$ cat src/rtl/coproc_sequencer_if.sv
// Bus bundle between the coprocessor sequencer, its host, its operand/result memory
// and the matrix coprocessor. The sequencer connects through the master modport.
interface coproc_sequencer_if #(
    parameter int ELEMS = 25
);
    // Command handshake: a command transfers on a rising edge where cmd_valid and
    // cmd_ready are both high; cmd_ready is high only while the sequencer is idle, and
    // a request made while busy is simply dropped (the host must hold or re-issue it).
    logic                 cmd_valid;
    logic                 cmd_ready;
    logic [2:0]           cmd_op;
    logic [7:0]           cmd_scalar;
    logic [6:0]           cmd_src_base;
    logic [6:0]           cmd_dst_base;
    logic                 cmd_abort;

    logic [6:0]           mem_addr;
    logic                 mem_we;
    logic [15:0]          mem_wdata;
    logic [15:0]          mem_rdata;

    logic [2:0]           cp_op;
    logic [7:0]           cp_scalar;
    logic [8*ELEMS-1:0]   cp_matrix_a;
    logic [8*ELEMS-1:0]   cp_matrix_b;
    logic                 cp_start;
    logic [8*ELEMS-1:0]   cp_result;
    logic                 cp_overflow;

    logic                 busy;
    logic                 done;
    logic                 status_overflow;

    modport master (
        input  cmd_valid, cmd_op, cmd_scalar, cmd_src_base, cmd_dst_base, cmd_abort,
        input  mem_rdata, cp_result, cp_overflow,
        output cmd_ready, mem_addr, mem_we, mem_wdata,
        output cp_op, cp_scalar, cp_matrix_a, cp_matrix_b, cp_start,
        output busy, done, status_overflow
    );

    modport slave (
        output cmd_valid, cmd_op, cmd_scalar, cmd_src_base, cmd_dst_base, cmd_abort,
        output mem_rdata, cp_result, cp_overflow,
        input  cmd_ready, mem_addr, mem_we, mem_wdata,
        input  cp_op, cp_scalar, cp_matrix_a, cp_matrix_b, cp_start,
        input  busy, done, status_overflow
    );
endinterface

$ cat src/rtl/coproc_sequencer.sv
// Sequencer that gathers two matrix operands from memory, runs the coprocessor for a
// fixed number of cycles and writes the result matrix back, with abort support.
module coproc_sequencer #(
    parameter int ELEMS     = 25,
    parameter int CALC_WAIT = 70
) (
    input  logic                clk,
    input  logic                reset,
    coproc_sequencer_if.master  bus,
    output logic [2:0]          dbg_state
);
    localparam int W       = 8 * ELEMS;
    localparam int CNT_MAX = (CALC_WAIT > ELEMS + 1) ? CALC_WAIT : ELEMS + 1;
    localparam int CNT_W   = $clog2(CNT_MAX + 1);

    localparam logic [CNT_W-1:0] READ_LAST  = CNT_W'(ELEMS);
    localparam logic [CNT_W-1:0] CALC_LAST  = CNT_W'(CALC_WAIT - 1);
    localparam logic [CNT_W-1:0] WRITE_LAST = CNT_W'(ELEMS - 1);

    typedef enum logic [2:0] {
        S_IDLE  = 3'd0,
        S_READ  = 3'd1,
        S_CALC  = 3'd2,
        S_WRITE = 3'd3,
        S_DONE  = 3'd4
    } state_t;

    state_t           state, state_n;
    logic [CNT_W-1:0] cnt, cnt_n;
    logic [2:0]       op_q;
    logic [7:0]       scalar_q;
    logic [6:0]       src_q, dst_q;
    logic [W-1:0]     mat_a, mat_b, result_q;
    logic             ovf_q;
    logic             accept, capture, calc_last;

    always_comb begin
        state_n       = state;
        cnt_n         = cnt;
        accept        = 1'b0;
        capture       = 1'b0;
        calc_last     = 1'b0;
        bus.cmd_ready = 1'b0;
        bus.busy      = 1'b1;
        bus.done      = 1'b0;
        bus.mem_we    = 1'b0;
        bus.mem_addr  = '0;
        bus.mem_wdata = '0;
        bus.cp_start  = 1'b0;
        case (state)
            S_IDLE: begin
                bus.cmd_ready = 1'b1;
                bus.busy      = 1'b0;
                if (bus.cmd_valid) begin
                    accept  = 1'b1;
                    state_n = S_READ;
                    cnt_n   = '0;
                end
            end
            S_READ: begin
                // Read data lags its address by one cycle, so cycle k stores element k-1.
                bus.mem_addr = src_q + 7'(cnt);
                capture      = (cnt != '0);
                if (cnt == READ_LAST) begin
                    state_n = S_CALC;
                    cnt_n   = '0;
                end else begin
                    cnt_n = cnt + 1'b1;
                end
            end
            S_CALC: begin
                bus.cp_start = !bus.cmd_abort;
                calc_last    = (cnt == CALC_LAST);
                if (calc_last) begin
                    state_n = S_WRITE;
                    cnt_n   = '0;
                end else begin
                    cnt_n = cnt + 1'b1;
                end
            end
            S_WRITE: begin
                // An abort in this cycle suppresses the write it would have issued.
                bus.mem_we    = !bus.cmd_abort;
                bus.mem_addr  = dst_q + 7'(cnt);
                bus.mem_wdata = {8'h00, result_q[8*int'(cnt) +: 8]};
                if (cnt == WRITE_LAST) begin
                    state_n = S_DONE;
                    cnt_n   = '0;
                end else begin
                    cnt_n = cnt + 1'b1;
                end
            end
            S_DONE: begin
                bus.done = !bus.cmd_abort;
                state_n  = S_IDLE;
            end
            default: state_n = S_IDLE;
        endcase
        if (state != S_IDLE && bus.cmd_abort) begin
            state_n = S_IDLE;
            cnt_n   = '0;
        end
    end

    always_ff @(posedge clk) begin
        if (!reset) begin
            state    <= S_IDLE;
            cnt      <= '0;
            op_q     <= '0;
            scalar_q <= '0;
            src_q    <= '0;
            dst_q    <= '0;
            mat_a    <= '0;
            mat_b    <= '0;
            result_q <= '0;
            ovf_q    <= 1'b0;
        end else begin
            state <= state_n;
            cnt   <= cnt_n;
            if (accept) begin
                op_q     <= bus.cmd_op;
                scalar_q <= bus.cmd_scalar;
                src_q    <= bus.cmd_src_base;
                dst_q    <= bus.cmd_dst_base;
                ovf_q    <= 1'b0;
            end
            if (capture) begin
                mat_a[8*(int'(cnt)-1) +: 8] <= bus.mem_rdata[7:0];
                mat_b[8*(int'(cnt)-1) +: 8] <= bus.mem_rdata[15:8];
            end
            if (calc_last && !bus.cmd_abort) begin
                result_q <= bus.cp_result;
                if (bus.cp_overflow) ovf_q <= 1'b1;
            end
        end
    end

    assign bus.cp_op           = op_q;
    assign bus.cp_scalar       = scalar_q;
    assign bus.cp_matrix_a     = mat_a;
    assign bus.cp_matrix_b     = mat_b;
    assign bus.status_overflow = ovf_q;
    assign dbg_state           = state;
endmodule
$ cat src/flat_wrapper.sv
// flat-port wrapper written by rule: the top's interface ports become plain ports
module coproc_sequencer_flat 
#(
    parameter int ELEMS     = 25,
    parameter int CALC_WAIT = 70
)
  (clk, reset, dbg_state, bus_cmd_valid, bus_cmd_op, bus_cmd_scalar, bus_cmd_src_base, bus_cmd_dst_base, bus_cmd_abort, bus_mem_rdata, bus_cp_result, bus_cp_overflow, bus_cmd_ready, bus_mem_addr, bus_mem_we, bus_mem_wdata, bus_cp_op, bus_cp_scalar, bus_cp_matrix_a, bus_cp_matrix_b, bus_cp_start, bus_busy, bus_done, bus_status_overflow);
  coproc_sequencer_if #(.ELEMS(ELEMS)) bus_i ();
  input  logic clk;
  input  logic reset;
  output logic [2:0] dbg_state;
  input wire logic [$bits(bus_i.cmd_valid)-1:0] bus_cmd_valid;
  input wire logic [$bits(bus_i.cmd_op)-1:0] bus_cmd_op;
  input wire logic [$bits(bus_i.cmd_scalar)-1:0] bus_cmd_scalar;
  input wire logic [$bits(bus_i.cmd_src_base)-1:0] bus_cmd_src_base;
  input wire logic [$bits(bus_i.cmd_dst_base)-1:0] bus_cmd_dst_base;
  input wire logic [$bits(bus_i.cmd_abort)-1:0] bus_cmd_abort;
  input wire logic [$bits(bus_i.mem_rdata)-1:0] bus_mem_rdata;
  input wire logic [$bits(bus_i.cp_result)-1:0] bus_cp_result;
  input wire logic [$bits(bus_i.cp_overflow)-1:0] bus_cp_overflow;
  output wire logic [$bits(bus_i.cmd_ready)-1:0] bus_cmd_ready;
  output wire logic [$bits(bus_i.mem_addr)-1:0] bus_mem_addr;
  output wire logic [$bits(bus_i.mem_we)-1:0] bus_mem_we;
  output wire logic [$bits(bus_i.mem_wdata)-1:0] bus_mem_wdata;
  output wire logic [$bits(bus_i.cp_op)-1:0] bus_cp_op;
  output wire logic [$bits(bus_i.cp_scalar)-1:0] bus_cp_scalar;
  output wire logic [$bits(bus_i.cp_matrix_a)-1:0] bus_cp_matrix_a;
  output wire logic [$bits(bus_i.cp_matrix_b)-1:0] bus_cp_matrix_b;
  output wire logic [$bits(bus_i.cp_start)-1:0] bus_cp_start;
  output wire logic [$bits(bus_i.busy)-1:0] bus_busy;
  output wire logic [$bits(bus_i.done)-1:0] bus_done;
  output wire logic [$bits(bus_i.status_overflow)-1:0] bus_status_overflow;
  assign bus_i.cmd_valid = bus_cmd_valid;
  assign bus_i.cmd_op = bus_cmd_op;
  assign bus_i.cmd_scalar = bus_cmd_scalar;
  assign bus_i.cmd_src_base = bus_cmd_src_base;
  assign bus_i.cmd_dst_base = bus_cmd_dst_base;
  assign bus_i.cmd_abort = bus_cmd_abort;
  assign bus_i.mem_rdata = bus_mem_rdata;
  assign bus_i.cp_result = bus_cp_result;
  assign bus_i.cp_overflow = bus_cp_overflow;
  assign bus_cmd_ready = bus_i.cmd_ready;
  assign bus_mem_addr = bus_i.mem_addr;
  assign bus_mem_we = bus_i.mem_we;
  assign bus_mem_wdata = bus_i.mem_wdata;
  assign bus_cp_op = bus_i.cp_op;
  assign bus_cp_scalar = bus_i.cp_scalar;
  assign bus_cp_matrix_a = bus_i.cp_matrix_a;
  assign bus_cp_matrix_b = bus_i.cp_matrix_b;
  assign bus_cp_start = bus_i.cp_start;
  assign bus_busy = bus_i.busy;
  assign bus_done = bus_i.done;
  assign bus_status_overflow = bus_i.status_overflow;
  coproc_sequencer #(.ELEMS(ELEMS), .CALC_WAIT(CALC_WAIT)) u_core (.clk(clk), .reset(reset), .bus(bus_i), .dbg_state(dbg_state));
endmodule
$ cat config.mk
export PLATFORM = sky130hd
export DESIGN_NAME = coproc_sequencer_flat
export DESIGN_NICKNAME = d
export VERILOG_FILES = /design/src/rtl/coproc_sequencer_if.sv /design/src/rtl/coproc_sequencer.sv /design/src/flat_wrapper.sv
export SDC_FILE = /design/constraint.sdc
export NUM_CORES = 1
export LEC_CHECK = 0
export ABC_AREA = 1
export BUFFER_PORTS_ARGS = -buffer_cell sky130_fd_sc_hd__buf_2
export CAP_MARGIN = 20
export CORE_AREA = 4 4 264 266
export CTS_BUF_LIST = sky130_fd_sc_hd__clkbuf_2 sky130_fd_sc_hd__clkbuf_4 sky130_fd_sc_hd__clkbuf_8
export CTS_CLUSTER_SIZE = 14
export DETAILED_ROUTE_END_ITERATION = 8
export DIE_AREA = 0 0 268 270
export HOLD_SLACK_MARGIN = 0.05
export PLACE_DENSITY = 0.7
export SLEW_MARGIN = 5
export SYNTH_ARGS = -nofsm -noshare
export SYNTH_HDL_FRONTEND = slang
export SYNTH_SLANG_ARGS = --single-unit
$ cat constraint.sdc
create_clock -name clk -period 7.7 [get_ports clk]
set_input_delay 0.77 -clock clk [delete_from_list [all_inputs] [get_ports clk]]
set_output_delay 0.77 -clock clk [all_outputs]
set_load 0.02 [all_outputs]
==> results.tsv <==
stage	metric	value	unit
global_route	gr ovfl total	0	
placement	Final HPWL DP	83800	um
floorplanning	DIE WIDTH	268	um
clocking	CTS resizes	0	
layout	commonest non-fill, non-tap cell in the layout	nor2_1	
sta	count of pins over their slew limit	0	
yosys	synth unique cells	40	
yosys	Synth Register Bits	636	
clocking	CTS clk-pin slew, worst paths	0.07	ns
floorplanning	die height	270	um
layout	final instance area	0.0343	sq mm
global_route	vias in the first global route	27500	
sta	Slew HR	0.261	
clocking	TritonCTS clock tree	yes	
yosys	Synth area leaders	dfxtp_1 45%, nor2_1 18%, nand2_1 10%	
floorplanning	# rows	95	
floorplanning	die area	0.0724	sq mm
global_route	largest net degree at the start of global routing	204	
routing	starting DRC count in detailed routing	3099	
clocking	Clock H-tree levels	3	
routing	via count	29700	
floorplanning	core box area	0.0670	sq mm
routing	remaining antenna violation count	0	
yosys	Yosys top cell area share	0.452	
sta	worst slew pin tran	1.11	ns
pwr	PwrDens	261	mW/mm^2
clocking	Num CTS Buffers	109	
floorplanning	Initial Util	0.420	
sta	period utilization	0.687	
global_route	first-pass GRT wire length	171000	um
layout	Final #Nets	5068	
sta	final hold violations	0	
min_path	Hold Crit Class	primary input to register	
clocking	Longest Clk Path Bufs	3	
pwr	Pwr Total	8.96	mW
clocking	clock root cell	clkbuf_8	
placement	GPL Wtd Cong	0.905	
yosys	yosys warns	0	
critical_path	critical path data required time	8.30	ns
job	# Max-Cap Violations	0	
yosys	Mapped Cells	4246	
global_route	gr usage total	0.307	
yosys	Seq/Total Area, Yosys	0.452	
routing	WL/cell	20.1	um
pwr	VDD IR max	204	uV
floorplanning	Top Ports	689	
yosys	Mapped Area	0.0282	sq mm
sta	Worst Clk Skew	0.0534	ns
yosys	Avg Cell Area, Syn	6.63	sq um
clocking	Worst-Skew Late Latency	0.73	ns
critical_path	Startpoint Class	register	
layout	layout cells sized above 1	0.203	
layout	Sequential cell area	0.0127	sq mm
placement	port bufs	680	
routing	DR vias/cell	5.15	
critical_path	Worst Setup Path Type	register to register	
sta	Setup Viol. Count Final	0	
placement	placed cell area	0.0318	sq mm
sta	Tmin final	5.29	ns
layout	most frequent cells in the layout	1375 x nor2_1, 747 x nand2_1, 679 x buf_2	
layout	area taken by multi-input logic gates	0.0132	sq mm
yosys	area leader, netlist	dfxtp_1	
sta	RSZ-0062 raised after global routing	false	
critical_path	Crit Path Max Fanout	44	
layout	Area Overhead vs Synth	21.9	%
global_route	antenna violations before repair	3	
sta	hold slack	0.262	ns
sta	setup TNS	0	ns
critical_path	CP arrival	5.89	ns
clocking	clk sink count	636	
status	status	finished, final reports clean	
routing	Post-route DRC	0	
layout	Fillers	6809	
clocking	postcts setup bufs	0	
routing	final WL	116000	um
routing	1st-pass router iterations	5	
pwr	Leakage	17.9	nW
sta	Max Clk Rate	189	MHz
critical_path	CP endpoint kind	register	
clocking	hold_buf cts	0	
==> state kept, by name, summed over array words and instances, names as in the netlist <==
signal / cells
u_core.bus.cp_matrix_a: 200
u_core.bus.cp_matrix_b: 200
u_core.bus.cp_op: 3
u_core.bus.cp_scalar: 8
u_core.bus.status_overflow: 1
u_core.cnt: 7
u_core.dbg_state: 3
u_core.dst_q: 7
u_core.result_q: 200
u_core.src_q: 7
==> area by class of cell <==
cell class / instances / area share
clock inverters: 24 / 0.00697
inverters: 304 / 0.0335
repair buffers: 713 / 0.108
multi-input cells: 3040 / 0.385
flip-flops and latches: 636 / 0.371
diodes: 3 / 0.000219
clock buffers: 178 / 0.0641
well taps: 873 / 0.0318
==> through the flow <==
stage                     setup WS [ns]  instances   util
after floorplan                    3.65       4253      -
after global placement             2.70       5565  0.475
after detailed placement           2.55       5565  0.475
after CTS                          2.52       5767  0.511
after global routing               1.87       5770  0.512
final                              2.41       5771  0.512
==> Yosys cell counts <==
library cell and n:
nand3_2 5, clkinv_1 2, nand2_1 748, buf_4 10, a22oi_1 2, o21ai_1 21, ha_1 17, o21ai_0 373
nor4_1 2, fa_1 1, xnor2_2 1, nand4_1 18, o22ai_1 17, nor2_4 8, clkbuf_1 173, a21oi_1 60
nor3_1 15, buf_2 48, nor2_2 12, buf_1 41, inv_2 11, o31ai_1 1, dfxtp_1 636, nand2_4 2
xor2_2 1, o41ai_1 1, o2111ai_1 32, nand4_2 4, inv_1 290, nor3_4 3, nand3_1 282, nor2_8 1
buf_6 1, nor2_1 1377, nor3_2 15, conb_1 1, inv_4 1, and3_1 1, nand2_2 7, xor2_1 5
==> critical path: stages (launching register included) <==
cell and delay (ns):
dfxtp_4 0.69, inv_2 0.08, ha_1 0.39, nand2_1 0.46, nor2_1 0.24, nand3_1 0.15, nor2_2 0.22, nand2_1 0.09
ha_1 0.29, inv_1 0.07, nand4_1 0.08, nor3_1 0.16, nand2_1 0.07, nor2_1 0.17, nand2_4 0.15, nor2_8 0.28
nand3_2 0.21, nor2_2 0.78, inv_1 0.33, nor2_1 0.18, nor2_1 0.06
==> worst paths after layout <==
check	from	to	slack, ns	cells after the start
max	u_core.cnt[0]$_SDFFE_PP0P_	u_core.bus.cp_matrix_a[72]$_SDFFE_PN0P_	2.41	20
min	bus_cp_result[106]	u_core.result_q[106]$_SDFFE_PN0P_	0.26	3
max reg2reg	u_core.cnt[0]$_SDFFE_PP0P_	u_core.bus.cp_matrix_a[72]$_SDFFE_PN0P_	2.41	20
min reg2reg	u_core.src_q[2]$_SDFFE_PN0P_	u_core.src_q[2]$_SDFFE_PN0P_	0.45	2
==> routing by layer <==
layer,global-route usage,vias up,share of wire
met5,0,-,0
met4,0.150,0,0.054
met3,0.0857,264,0.10
met2,0.496,1436,0.45
met1,0.377,13600,0.39
li1,-,14400,-
==> report_power, final <==
part	leakage (nW)	internal, mW	switching [mW]
sequential	5.13	3.32	0.0568
combinational	11.5	0.433	1.77
clock	1.31	1.92	1.46
==> cells by family (layout without fill, tap and decap cells) <==
group | count (synthesis) | after routing | share of synthesized area
DFF | 636 | 636 | 0.452
and+or+nand+nor | 2500 | 2500 | 0.360
buffers and inverters | 577 | 1219 | 0.0808
other | 1 | 11 | 0.000133
xor gates and xnor gates | 7 | 7 | 0.00271
AOI/OAI and AO/OA | 507 | 507 | 0.0956
adders and majority gates | 18 | 18 | 0.00827
(Power assumes the default switching activity.)
